===== config.mk =====
export PLATFORM = sky130hd
export DESIGN_NAME = piano_synth_poly
export DESIGN_NICKNAME = d
export VERILOG_FILES = /design/src/rtl/piano_synth_poly.sv
export SDC_FILE = /design/constraint.sdc
export NUM_CORES = 1
export LEC_CHECK = 0
export ABC_AREA = 1
export BUFFER_PORTS_ARGS = -buffer_cell sky130_fd_sc_hd__buf_4
export CORE_UTILIZATION = 61
export CTS_CLUSTER_DIAMETER = 40
export DETAILED_ROUTE_END_ITERATION = 8
export GPL_ROUTABILITY_DRIVEN = 0
export GPL_TIMING_DRIVEN = 0
export PLACE_DENSITY = 0.82
export SETUP_SLACK_MARGIN = 0.15
export SKIP_LAST_GASP = 1
export SLEW_MARGIN = 30
export SYNTH_ARGS = -nofsm -noshare
export SYNTH_HDL_FRONTEND = slang
export SYNTH_SLANG_ARGS = --single-unit

===== constraint.sdc =====
create_clock -name iFpgaClock -period 9.36 [get_ports iFpgaClock]
set_input_delay 0.468 -clock iFpgaClock [delete_from_list [all_inputs] [get_ports iFpgaClock]]
set_output_delay 0.468 -clock iFpgaClock [all_outputs]
set_load 0.01 [all_outputs]

===== src/rtl/piano_synth_poly.sv =====
// Polyphonic square-wave piano peripheral: a command FIFO, an in-order dispatcher,
// NUM_CHANNELS independent voices and a PWM mixer driving the single speaker pin.

module piano_synth_voice #(
   parameter int unsigned HALF_W          = 20,
   parameter int unsigned DUR_UNIT_CYCLES = 1000000
) (
   input  logic              clk,
   input  logic              rst_n,
   input  logic              load,
   input  logic              kill,
   input  logic [HALF_W-1:0] half_in,
   input  logic              rest_in,
   input  logic [5:0]        dur_in,
   output logic              busy,
   output logic              finite,
   output logic              audible
);
   localparam int unsigned     PRE_W   = (DUR_UNIT_CYCLES > 1) ? $clog2(DUR_UNIT_CYCLES) : 1;
   localparam logic [PRE_W-1:0] PRE_MAX = PRE_W'(DUR_UNIT_CYCLES - 1);

   logic              busy_q, busy_d, rest_q, rest_d, inf_q, inf_d, sq_q, sq_d;
   logic [HALF_W-1:0] half_q, half_d, phase_q, phase_d;
   logic [PRE_W-1:0]  pre_q, pre_d;
   logic [5:0]        units_q, units_d;

   always_comb begin
      busy_d  = busy_q;
      rest_d  = rest_q;
      inf_d   = inf_q;
      sq_d    = sq_q;
      half_d  = half_q;
      phase_d = phase_q;
      pre_d   = pre_q;
      units_d = units_q;
      if (kill) begin
         busy_d = 1'b0;
         sq_d   = 1'b0;
      end else if (load) begin
         busy_d  = 1'b1;
         rest_d  = rest_in;
         inf_d   = (dur_in == 6'd0);
         sq_d    = 1'b1;
         half_d  = half_in;
         phase_d = '0;
         pre_d   = '0;
         units_d = dur_in;
      end else if (busy_q) begin
         // rests keep the phase counter parked so it never wraps
         if (!rest_q) begin
            if (phase_q == half_q - HALF_W'(1)) begin
               phase_d = '0;
               sq_d    = ~sq_q;
            end else begin
               phase_d = phase_q + HALF_W'(1);
            end
         end
         if (!inf_q) begin
            if (pre_q == PRE_MAX) begin
               pre_d   = '0;
               units_d = units_q - 6'd1;
               if (units_q == 6'd1) begin
                  busy_d = 1'b0;
                  sq_d   = 1'b0;
               end
            end else begin
               pre_d = pre_q + PRE_W'(1);
            end
         end
      end
   end

   always_ff @(posedge clk or negedge rst_n) begin
      if (!rst_n) begin
         busy_q  <= 1'b0;
         rest_q  <= 1'b0;
         inf_q   <= 1'b0;
         sq_q    <= 1'b0;
         half_q  <= '0;
         phase_q <= '0;
         pre_q   <= '0;
         units_q <= '0;
      end else begin
         busy_q  <= busy_d;
         rest_q  <= rest_d;
         inf_q   <= inf_d;
         sq_q    <= sq_d;
         half_q  <= half_d;
         phase_q <= phase_d;
         pre_q   <= pre_d;
         units_q <= units_d;
      end
   end

   assign busy    = busy_q;
   assign finite  = busy_q & ~inf_q;
   assign audible = busy_q & ~rest_q & sq_q;
endmodule

module piano_synth_poly #(
   parameter int unsigned NUM_CHANNELS    = 4,
   parameter int unsigned FIFO_DEPTH      = 8,
   parameter int unsigned CLK_HZ          = 100000000,
   parameter int unsigned DUR_UNIT_CYCLES = 1000000
) (
   input  logic                        iFpgaClock,
   input  logic                        iCpuResetN,
   input  logic                        iDoPianoWrite,
   input  logic [15:0]                 iPianoDataToWrite,
   input  logic                        iClearOverflow,
   output logic [$clog2(FIFO_DEPTH):0] oFifoCount,
   output logic                        oFifoFull,
   output logic                        oOverflow,
   output logic [NUM_CHANNELS-1:0]     oChannelBusy,
   output logic                        oFpgaSpeaker
);
   // Half period in clocks of semitone s of octave 2 (A2 = 110 Hz), rounded.
   function automatic int unsigned base_half(input int unsigned s);
      real f;
      f = 110.0 * $pow(2.0, (real'(s) - 9.0) / 12.0);
      return $rtoi(real'(CLK_HZ) / (2.0 * f) + 0.5);
   endfunction

   localparam int unsigned HALF_W = $clog2(base_half(0) + 1);
   localparam int unsigned PTR_W  = $clog2(FIFO_DEPTH);
   localparam int unsigned CNT_W  = PTR_W + 1;
   localparam int unsigned P_W    = (NUM_CHANNELS > 1) ? $clog2(NUM_CHANNELS) : 1;

   logic [HALF_W-1:0] base_tbl [12];
   for (genvar g = 0; g < 12; g++) begin : g_base
      assign base_tbl[g] = HALF_W'(base_half(g));
   end

   logic [15:0]       fifo_q [FIFO_DEPTH];
   logic [15:0]       fifo_d [FIFO_DEPTH];
   logic [PTR_W-1:0]  wr_ptr_q, wr_ptr_d, rd_ptr_q, rd_ptr_d;
   logic [CNT_W-1:0]  cnt_q, cnt_d;
   logic              ovf_q, ovf_d, spk_q, spk_d;
   logic [P_W-1:0]    p_q, p_d;

   logic [15:0]       head;
   logic [5:0]        note_m1;
   logic [3:0]        semi, fin4, load4, stop4;
   logic [2:0]        oct, k;
   logic              stop_all, push_req, push, pop, full, ch_ok, rest_sel;
   logic [HALF_W-1:0] half_sel;
   logic [NUM_CHANNELS-1:0] load_vec, kill_vec, v_busy, v_finite, v_audible;

   always_comb begin
      head     = fifo_q[rd_ptr_q];
      full     = (cnt_q == CNT_W'(FIFO_DEPTH));
      stop_all = iDoPianoWrite && (iPianoDataToWrite[15:14] == 2'b10);
      push_req = iDoPianoWrite && !stop_all;
      push     = push_req && !full;
      ch_ok    = ({30'd0, head[13:12]} < NUM_CHANNELS);
      fin4     = 4'(v_finite);
      note_m1  = head[11:6] - 6'd1;
      semi     = 4'(note_m1 % 6'd12);
      oct      = 3'(note_m1 / 6'd12);
      rest_sel = (head[11:6] == 6'd0) || (head[11:6] > 6'd60);
      half_sel = base_tbl[semi] >> oct;

      // head-of-line dispatch: a PLAY waits only on a voice with finite time left
      pop   = 1'b0;
      load4 = 4'd0;
      stop4 = 4'd0;
      if (cnt_q != '0 && !stop_all) begin
         if (head[15:14] == 2'b00 && ch_ok) begin
            if (!fin4[head[13:12]]) begin
               pop   = 1'b1;
               load4 = 4'd1 << head[13:12];
            end
         end else if (head[15:14] == 2'b01 && ch_ok) begin
            pop   = 1'b1;
            stop4 = 4'd1 << head[13:12];
         end else begin
            pop = 1'b1;
         end
      end
      load_vec = load4[NUM_CHANNELS-1:0];
      kill_vec = stop4[NUM_CHANNELS-1:0] | {NUM_CHANNELS{stop_all}};

      fifo_d   = fifo_q;
      wr_ptr_d = wr_ptr_q;
      rd_ptr_d = rd_ptr_q;
      cnt_d    = cnt_q;
      if (stop_all) begin
         wr_ptr_d = '0;
         rd_ptr_d = '0;
         cnt_d    = '0;
      end else begin
         if (push) begin
            fifo_d[wr_ptr_q] = iPianoDataToWrite;
            wr_ptr_d         = wr_ptr_q + PTR_W'(1);
         end
         if (pop) rd_ptr_d = rd_ptr_q + PTR_W'(1);
         cnt_d = cnt_q + CNT_W'(push) - CNT_W'(pop);
      end

      ovf_d = ovf_q;
      if (iClearOverflow) ovf_d = 1'b0;
      if (push_req && full) ovf_d = 1'b1;

      k     = 3'($countones(v_audible));
      p_d   = ({{(32-P_W){1'b0}}, p_q} == NUM_CHANNELS - 1) ? '0 : p_q + P_W'(1);
      spk_d = (3'(p_q) < k);
   end

   piano_synth_voice #(
      .HALF_W          (HALF_W),
      .DUR_UNIT_CYCLES (DUR_UNIT_CYCLES)
   ) u_voice [NUM_CHANNELS-1:0] (
      .clk     (iFpgaClock),
      .rst_n   (iCpuResetN),
      .load    (load_vec),
      .kill    (kill_vec),
      .half_in (half_sel),
      .rest_in (rest_sel),
      .dur_in  (head[5:0]),
      .busy    (v_busy),
      .finite  (v_finite),
      .audible (v_audible)
   );

   always_ff @(posedge iFpgaClock or negedge iCpuResetN) begin
      if (!iCpuResetN) begin
         fifo_q   <= '{default: '0};
         wr_ptr_q <= '0;
         rd_ptr_q <= '0;
         cnt_q    <= '0;
         ovf_q    <= 1'b0;
         p_q      <= '0;
         spk_q    <= 1'b0;
      end else begin
         fifo_q   <= fifo_d;
         wr_ptr_q <= wr_ptr_d;
         rd_ptr_q <= rd_ptr_d;
         cnt_q    <= cnt_d;
         ovf_q    <= ovf_d;
         p_q      <= p_d;
         spk_q    <= spk_d;
      end
   end

   assign oFifoCount   = cnt_q;
   assign oFifoFull    = full;
   assign oOverflow    = ovf_q;
   assign oChannelBusy = v_busy;
   assign oFpgaSpeaker = spk_q;
endmodule


==> flow_summary.json <==
{
  "grt_setup_unrepaired": "false",
  "grt_remaining_overflow": 0,
  "skew_ns": 0.03652,
  "grt.total_usage_pct": 34.45,
  "wirelength_um": 69980,
  "cts_made_buffers": 66,
  "num_rows": 73,
  "dpl.hpwl_um": 48910,
  "layout-drive-gt1-share_pct": 7.583,
  "setup.worst_path.end_class": "register",
  "finalSetupTns_ns": 0,
  "drv_slew": 0,
  "first_pass_iters": 7,
  "cp_slowest_cell": "clkbuf_1",
  "die-width_um": 203.8,
  "vias": 23950,
  "grt_first_pass_wirelength_um": 115500,
  "drtIter0Drc": 2775,
  "layout_commonest_cell": "nand2_1",
  "clkSinkCount": 422,
  "worstMarginPinSlew_ns": 0.8934,
  "syn_inst": 3299,
  "cap_violations": 0,
  "dieHeight_um": 203.8,
  "critPathMaxFanout": 10,
  "synth_edf_count": 0,
  "dieArea_um2": 41540,
  "worstPathArrival_ns": 5.86,
  "antenna_found_initial": 0,
  "relSlewSlack_pct": 40.04,
  "post_drt_via_cell_ratio": 6.018,
  "hold_path_class": "input port to register",
  "grt_max_degree": 89,
  "initial_utilization_pct": 62.24,
  "cts_resized": 0,
  "status": "complete, no violations",
  "async_reset_ff_share_pct": 100.0,
  "finalNetCount": 3469,
  "root_buffer": "clkbuf_16",
  "syn2layout_area_growth_pct": 13.89,
  "final-setup-viol-count": 0,
  "yosysSeqAreaShare_pct": 42.51,
  "clock_path_buffers": 3,
  "clk_pin_slew_ns": 0.06,
  "syn-cell-area_um2": 24840,
  "critPathLaunchType": "register",
  "min_period_ns": 5.358,
  "fmax_mhz": 186.6,
  "routedWlPerCell_um": 17.58,
  "synth_seq_cells": 422,
  "crit_top_cell": "nand2_1",
  "insertion_delay_ns": 0.61,
  "diodes": 0,
  "io_pins": 31,
  "crit_type": "register to register",
  "synth_nets": 3365,
  "fin_crit_sh_pct": 57.25,
  "portBuffers": 30,
  "crit_path_max_incr_delay_ns": 0.56,
  "drc": 0,
  "ys_types": 57,
  "h-tree-depth": 3,
  "final_cell_mix": "687 x nand2_1, 422 x dfrtp_1, 358 x inv_1",
  "core_um2": 39910,
  "avgSynthCellArea_um2": 7.531,
  "synth-main-ff-cell": "dfrtp_1",
  "grt_pass1_vias": 23420,
  "ys_warn_count": 0,
  "ant_nets": 0,
  "hold_viol_final": 0,
  "required_ns": 9.87,
  "cts_tree": "done"
}
## final cells by class
cell class / instances / area (µm²)
Clock buffer: 78 / 1809
Multi-Input combinational cell: 2378 / 12320
Buffer: 124 / 574.3
Sequential cell: 422 / 10560
Clock inverter: 42 / 584.3
Fill cell: 3100 / 11620
Inverter: 375 / 1408
Tap cell: 525 / 656.9
Timing Repair Buffer: 36 / 380.4
## what timing repair did
item | in CTS | in global routing
hold buffers | 1 | 0
endpoints found under the setup margin | 0 | 0
buffers inserted | 0 | 0
hold endpoints to repair | 40 | 0
## final timing paths
path                                      start  cells after the start                     to  slack, ns
setup / recovery                    rd_ptr_q[1]                     28  u_voice[0].half_q[18]       4.00
hold / removal                   iClearOverflow                      2              oOverflow       0.06
hold reg to reg            u_voice[0].pre_q[19]                      1   u_voice[0].pre_q[19]       0.46
min in group asynchronous            iCpuResetN                      2    u_voice[1].pre_q[3]       0.37
setup reg to reg                    rd_ptr_q[1]                     28  u_voice[0].half_q[18]       4.00
max in group asynchronous            iCpuResetN                      4    u_voice[3].pre_q[6]       7.78
## worst max-delay path, delay by kind of cell, from the launching register on
| family | cells | cell delay (ns) |
|---|---|---|
| compound gates | 5 | 0.84 |
| xor+xnor | 1 | 0.28 |
| fa+ha+maj | 2 | 0.39 |
| buf+inv | 9 | 1.58 |
| flops | 1 | 0.40 |
| simple gates | 11 | 1.76 |
## cells in the mapped netlist (all sizes together) (16+ instances only)
library cell	count	area (µm²)
clkbuf	65	245.2
dfrtp	422	10560
nor3	118	610.6
xor2	147	1287
nand3	333	1699
ha	44	550.5
nor2	317	1217
nor4	27	168.9
o21ai	342	1715
inv	372	1396
o2111ai	16	140.1
buf	59	329.1
a21oi	76	384.1
xnor2	40	357.8
nand2	698	2653
nand4	90	563.0
o22ai	36	225.2
## per-layer routing
layer / track usage, % / routed length, µm
met2: 56.64 / 32760
met5: 0 / 0
met4: 18.26 / 3581
met1: 43.09 / 27670
met3: 6.505 / 5972
## sequential cells by signal (all words and copies together) (netlist names)
name,cells
fifo_q,128
oFifoCount,4
oFpgaSpeaker,1
oOverflow,1
p_q,2
rd_ptr_q,3
u_voice.busy,4
u_voice.half_q,80
u_voice.inf_q,4
u_voice.phase_q,80
u_voice.pre_q,80
u_voice.rest_q,4
u_voice.sq_q,4
u_voice.units_q,24
wr_ptr_q,3
## logic make-up after synthesis
family	after synthesis	synth area share (%)
muxes	4	0.1612
buffers and inverters	499	7.977
and+or+nand+nor	1620	28.85
xor gates and xnor gates	188	6.713
AOI/OAI and AO/OA	520	11.41
DFF	422	42.51
adders and majority gates	46	2.377
## through the flow
stage                     util [%]  area (µm²)  hold slack, ns  instances  setup slack, ns
after floorplan                  -       24840          0.1724       3299            5.568
after global placement       64.45       25730          0.4430       3854            3.684
after detailed placement     64.86       25890          0.3961       3859            4.288
after CTS                    70.88       28290         0.03854       3980            4.240
after global routing         70.88       28290         0.05119       3980            3.637
final                        70.88       28290         0.05624       3980            4.002
Power is not shown: default switching activity piles up to over one toggle a cycle in this logic, so the estimate is an artifact.
